$ cat config.mk
export PLATFORM = sky130hd
export DESIGN_NAME = pc_fetch_ctrl
export DESIGN_NICKNAME = d
export VERILOG_FILES = /design/src/rtl/pc_fetch_ctrl.sv
export SDC_FILE = /design/constraint.sdc
export NUM_CORES = 1
export LEC_CHECK = 0
export ABC_AREA = 1
export CAP_MARGIN = 10
export CORE_ASPECT_RATIO = 1.5
export CORE_UTILIZATION = 46
export DETAILED_ROUTE_END_ITERATION = 8
export GPL_TIMING_DRIVEN = 0
export PLACE_DENSITY = 0.81
export SYNTH_ARGS = -nofsm -noshare
export SYNTH_HDL_FRONTEND = slang
export SYNTH_SLANG_ARGS = --single-unit
$ cat constraint.sdc
create_clock -name clk -period 2 [get_ports clk]
set_clock_uncertainty 0.1 [all_clocks]
set_input_delay 0.4 -clock clk [delete_from_list [all_inputs] [get_ports clk]]
set_output_delay 0.4 -clock clk [all_outputs]
set_load 0.02 [all_outputs]
$ cat src/rtl/pc_fetch_ctrl.sv
// Program counter and instruction-fetch sequencer: next-PC selection, I-cache request
// handshake, hazard stalls, miss waits with timeout, EX redirects and HLT.
module pc_fetch_ctrl #(
    parameter logic [15:0] RESET_PC     = 16'h0000,
    parameter logic [3:0]  HALT_OPCODE  = 4'hF,
    parameter logic [7:0]  MISS_TIMEOUT = 8'd64
) (
    input  logic        clk,
    input  logic        rst_n,
    input  logic        stall,
    input  logic        redirect,
    input  logic        branch_src,
    input  logic [15:0] br_target,
    input  logic [15:0] jr_target,
    input  logic        imem_ready,
    input  logic [15:0] imem_instr,
    output logic        imem_req,
    output logic [15:0] imem_addr,
    output logic [15:0] pc_out,
    output logic [15:0] pc_plus2,
    output logic        if_valid,
    output logic        flush_ifid,
    output logic        halted,
    output logic        miss_err
);

    // state  | meaning
    // S_RUN  | fetching one instruction per cycle on hits
    // S_MISS | waiting on I-cache; redirects are parked in pend_redir/pend_tgt
    // S_HALT | HLT fetched; only a redirect or reset restarts fetch
    typedef enum logic [1:0] {
        S_RUN  = 2'd0,
        S_MISS = 2'd1,
        S_HALT = 2'd2
    } state_t;

    state_t      state, state_nxt;
    logic [15:0] pc, pc_nxt;
    logic [15:0] pend_tgt, pend_tgt_nxt;
    logic        pend_redir, pend_redir_nxt;
    logic [7:0]  miss_cnt, miss_cnt_nxt;
    logic        miss_err_q, miss_err_nxt;
    logic [15:0] tgt_raw, tgt;

    assign tgt_raw   = branch_src ? jr_target : br_target;
    assign tgt       = {tgt_raw[15:1], 1'b0};
    assign pc_out    = pc;
    assign imem_addr = pc;
    assign pc_plus2  = pc + 16'd2;
    assign miss_err  = miss_err_q;

    always_ff @(posedge clk) begin
        if (!rst_n) begin
            state      <= S_RUN;
            pc         <= RESET_PC;
            pend_tgt   <= 16'h0000;
            pend_redir <= 1'b0;
            miss_cnt   <= 8'd0;
            miss_err_q <= 1'b0;
        end else begin
            state      <= state_nxt;
            pc         <= pc_nxt;
            pend_tgt   <= pend_tgt_nxt;
            pend_redir <= pend_redir_nxt;
            miss_cnt   <= miss_cnt_nxt;
            miss_err_q <= miss_err_nxt;
        end
    end

    always_comb begin
        state_nxt      = state;
        pc_nxt         = pc;
        pend_tgt_nxt   = pend_tgt;
        pend_redir_nxt = pend_redir;
        miss_cnt_nxt   = miss_cnt;
        miss_err_nxt   = miss_err_q;
        imem_req       = 1'b0;
        if_valid       = 1'b0;
        flush_ifid     = 1'b0;
        halted         = 1'b0;
        if (rst_n) begin
            case (state)
                S_RUN: begin
                    imem_req = 1'b1;
                    if (redirect) begin
                        pc_nxt     = tgt;
                        flush_ifid = 1'b1;
                    end else if (stall) begin
                        pc_nxt = pc;
                    end else if (!imem_ready) begin
                        state_nxt    = S_MISS;
                        miss_cnt_nxt = 8'd1;
                    end else if (imem_instr[15:12] == HALT_OPCODE) begin
                        if_valid  = 1'b1;
                        state_nxt = S_HALT;
                    end else begin
                        if_valid = 1'b1;
                        pc_nxt   = pc + 16'd2;
                    end
                end
                S_MISS: begin
                    imem_req = 1'b1;
                    if (miss_cnt != 8'hFF) begin
                        miss_cnt_nxt = miss_cnt + 8'd1;
                    end
                    if (miss_cnt == MISS_TIMEOUT) begin
                        miss_err_nxt = 1'b1;
                    end
                    // The returning instruction belongs to the wrong path if any redirect arrived.
                    if (imem_ready) begin
                        state_nxt      = S_RUN;
                        pend_redir_nxt = 1'b0;
                        if (redirect) begin
                            pc_nxt     = tgt;
                            flush_ifid = 1'b1;
                        end else if (pend_redir) begin
                            pc_nxt     = pend_tgt;
                            flush_ifid = 1'b1;
                        end
                    end else if (redirect) begin
                        pend_redir_nxt = 1'b1;
                        pend_tgt_nxt   = tgt;
                    end
                end
                S_HALT: begin
                    halted = 1'b1;
                    if (redirect) begin
                        pc_nxt     = tgt;
                        flush_ifid = 1'b1;
                        state_nxt  = S_RUN;
                    end
                end
                default: begin
                    state_nxt = S_RUN;
                end
            endcase
        end
    end

endmodule

### After elaboration in Yosys (flattened, before gate mapping)

Index checks and enable logic that the tools add are counted.

* bits of input ports: 54
* logic and storage cells: 76
* flip-flop bits (word level): 43
* output and inout bits: 53

* reductions and logical operators: 12
* bitwise operators: 1
* multiplexer cells: 39
* eq/ne operators: 16
* $add $sub $neg: 2

Operators with widths (count)
* 2-to-1 mux 16 bit: 9
* case mux 16 bit (3 select lines): 1
* 2-to-1 mux 8 bit: 4
* adder 16 x 2 -> 16 bit, second input constant: 1
* 2-to-1 mux 1 bit: 16
* case mux 8 bit (2 select lines): 1
* inequality test 3 bit, second input constant: 5
* 2-to-1 mux 2 bit: 6
* inequality test 2 bit, second input constant: 6
* AND reduction 5 bit: 2
* adder 8 x 1 -> 8 bit, second input constant: 1
* equality test 8 x 7 -> 1 bit, second input constant: 1
* inequality test 8 bit, second input constant: 1
* AND reduction 7 bit: 1
* case mux 2 bit (3 select lines): 1
* equality test 4 bit, second input constant: 1
* AND reduction 2 bit: 2
* nonzero test 2 bit: 2
* OR reduction 2 bit: 2
* AND reduction 3 bit: 1
* nonzero test 3 bit: 1
* equality test 2 x 1 -> 1 bit, second input constant: 1
* equality test 2 bit, second input constant: 1
* logical NOT 2 bit: 1
* other kinds (2): 2

### Logic depth before layout (Yosys ltp)

* word-level depth: 6
* depth in mapped cells: 11
* gate-level depth less buffers: 10

### Worst setup path after synthesis

No wires, ideal clock.

* path kind: register to output
* start point: reg pc[1], in the netlist imem_addr[1]
* end point: out pc_plus2[11]
* stages on the path, launching flop included: 7
* data required time: 1500 ps
* buffers on the path: 0
* slack: 2 ps
* arrival: 1498 ps
* path through: dfxtp_1 > ha_1 > nand3_1 > nor2_2 > nand3_1 > nand2_1 > and2_1

* cells in the longest elaborated chain, start to end: 1

RTL lines
* start: declaration: RTL line 38 `logic [15:0] pc, pc_nxt;`
* start signal: assignment: RTL line 62 `pc <= pc_nxt;`
* adder 16 x 2 -> 16 bit: RTL line 49 `assign pc_plus2 = pc + 16'd2;`
* end: declaration: RTL line 20 `output logic [15:0] pc_plus2,`

No other way between the ends.

### Final worst setup path

* start point: reg pc[1], in the netlist imem_addr[1]
* end point: out pc_plus2[15]

The elaborated chain is that of the path after synthesis.

==> results.txt <==
Final Hold Viols = 0
Worst Setup Start Kind = register
synth top area cells = dfxtp_1 27%, nand2_1 18%, a21oi_1 10%, inv_1 7.4%, o21ai_0 6.8%
PwrDens = 1090 mW/mm^2
Detail Route Antenna Nets = 0
final worst path period need = 2.12 ns
CP Capture Type = primary output
largest net degree at the start of global routing = 13
vias in the first global route = 3613
Die Height = 104 um
crit share post-route = 106%
max-cap violation count = 0
Hold Path Class = register to register
crit path kind = register to primary output
Ant. Diodes = 0
most frequent cells in the layout = 145 x nand2_1, 64 x a21oi_1, 64 x clkdlybuf4s50_1
failing checks = negative setup slack
setup ws final = -0.115 ns
layout cells sized above 1 = 20.7%
post-layout util = 69.8%
CTS root buf = clkbuf_8
I/O pins = 107
final slew viol count = 0
met1 WL = 3.69 mm
Residual DRC = 0
final wirelength = 9.77 mm
TritonCTS clock tree = done
post-DP HPWL = 7.05 mm
nets = 706
Initial Util = 48.1%
CP max FO = 4
DR WL met2 = 5.31 mm
GRT Util Overall = 27.2%
IO Port Bufs = 88
Yosys cell types = 36
leakage power = 2.00 nW
H-tree depth = 2
top-area cell type share of the netlist area = 26.6%
DR WL/cell = 13.5 um
pre-CTS WS = -1.06 ns
CTS Buf Count = 5
GP Congestion = 0.879
register bit total from synthesis = 42
worst hold path stage count = 2
clk_lat worst skew = 0.29 ns
Max Freq = 473 MHz
met3 wire length = 475 um
RSZ-0062 raised after global routing = true
Die Wd = 69.7 um
core box area = 0.00658 sq mm
slew of the pin with the lowest slew margin = 0.552 ns
Post-Syn Area = 0.00316 sq mm
Yosys warning total = 0
Yosys top cell by area = dfxtp_1
clock slew seen by the registers of the worst setup and hold paths = 0.08 ns
Row Count = 36
Die ar. = 0.00722 sq mm
top routing layer in use = met4
Initial DRT Pass Iterations = 4
endpoints failing setup = 6
Vias = 3811
first-pass GRT wire length = 16.2 mm
Worst slew margin = 62.8%
VDD IR max = 0.434 mV
Seq/Total Area, Yosys = 26.6%
outcome = finished, violations left
syn_area_per_cell = 5.97 sq um
Reg2Reg Depth = 11
Post-Synthesis Cells = 530
worst endpoint data arrival time = 1.62 ns
Initial DRC Count = 166
P&R area growth vs syn = 45.2%
total grt overflow = 0
antenna violations before repair = 0
commonest non-fill, non-tap cell in the layout = nand2_1
Worst Path Required = 1.50 ns
clock sinks = 42
buffer depth of the longest clock path = 2
Vias/cell = 5.28
-- cell usage after synthesis (all sizes together) --
cell	instances
a21oi	69
xnor2	2
xor2	1
a31o	1
clkbuf	18
conb	1
ha	7
nor4	2
or2	1
clkinv	1
nor3	3
o21ai	44
a31oi	1
dfxtp	42
nand2	157
o31ai	1
a211oi	1
o21bai	3
inv	65
nand3	40
nor2	23
nand4	11
and2	8
nand3b	2
buf	25
o211ai	1
-- where the power goes --
part           total [mW]  leakage (nW)  switching [mW]  internal, mW
Clock               0.579        0.0482           0.300         0.279
Sequential           1.29         0.349           0.252          1.04
Combinational        3.12          1.61            1.69          1.43
Total                4.99          2.00            2.24          2.75
-- per-stage QoR --
stage               power [mW]  instances  area [sq um]  setup TNS (ns)  hold slack, ns
floorplan                 3.04        532          3170               0           0.324
detailed placement        4.12        696          4150          -11.83           0.338
global route              5.32        722          4590           -1.10           0.365
global placement          4.06        696          4150          -10.45           0.332
CTS                       4.83        715          4480          -0.191           0.347
finish                    4.99        722          4590          -0.495           0.346
-- final timing paths --
path / end / startpoint / slack, ns
min reg2reg: pend_tgt[10] / pend_tgt[10] / 0.35
min: pend_tgt[10] / pend_tgt[10] / 0.35
max reg2reg: imem_addr[11] / state[0] / 0.16
max: pc_plus2[15] / imem_addr[1] / -0.12
-- cells by family after synthesis --
logic type	after synthesis	share of synthesized area [%]
DFF	42	26.6
and+or+nand+nor	247	33.5
AOI/OAI and AO/OA	121	20.4
xor gates and xnor gates	3	0.831
other	1	0.119
adders and majority gates	7	2.77
buffers and inverters	109	15.8
-- sequential cells by signal, summed over array words and instances (netlist names) --
signal,flops
imem_addr,15
miss_cnt,8
miss_err,1
pend_redir,1
pend_tgt,15
state,2
-- layer usage --
| metal | GRT usage (%) | vias to the layer above |
|---|---|---|
| met2 | 52.2 | 157 |
| met5 | 0 | - |
| li1 | - | 1927 |
| met3 | 3.02 | 26 |
| met1 | 28.3 | 1701 |
| met4 | 13.6 | 0 |
-- worst max-delay path: stages, from the launching register on --
cell and delay, ns:
dfxtp_4 0.39, ha_4 0.16, nand3_4 0.11, nor2_4 0.17, buf_6 0.14, nand3_2 0.06
nand2_2 0.08, nand2_2 0.07, buf_6 0.13
-- timing repair --
action	in CTS	in global routing
cloned	2	0
pin swaps	12	9
setup buffers	10	7
resized for setup	138	33
hold buffers	0	0
endpoints found under the setup margin	18	31
-- area by class of cell --
type / count / area [sq um]
fill: 578 / 1980
clock buffer: 7 / 86.3
clock inverter: 1 / 5.00
sequential: 42 / 875
multi-input combinational: 383 / 2000
tap: 76 / 95.1
buffer: 42 / 295
inverter: 66 / 253
timing repair buffer: 105 / 981
(Power assumes the default switching activity.)
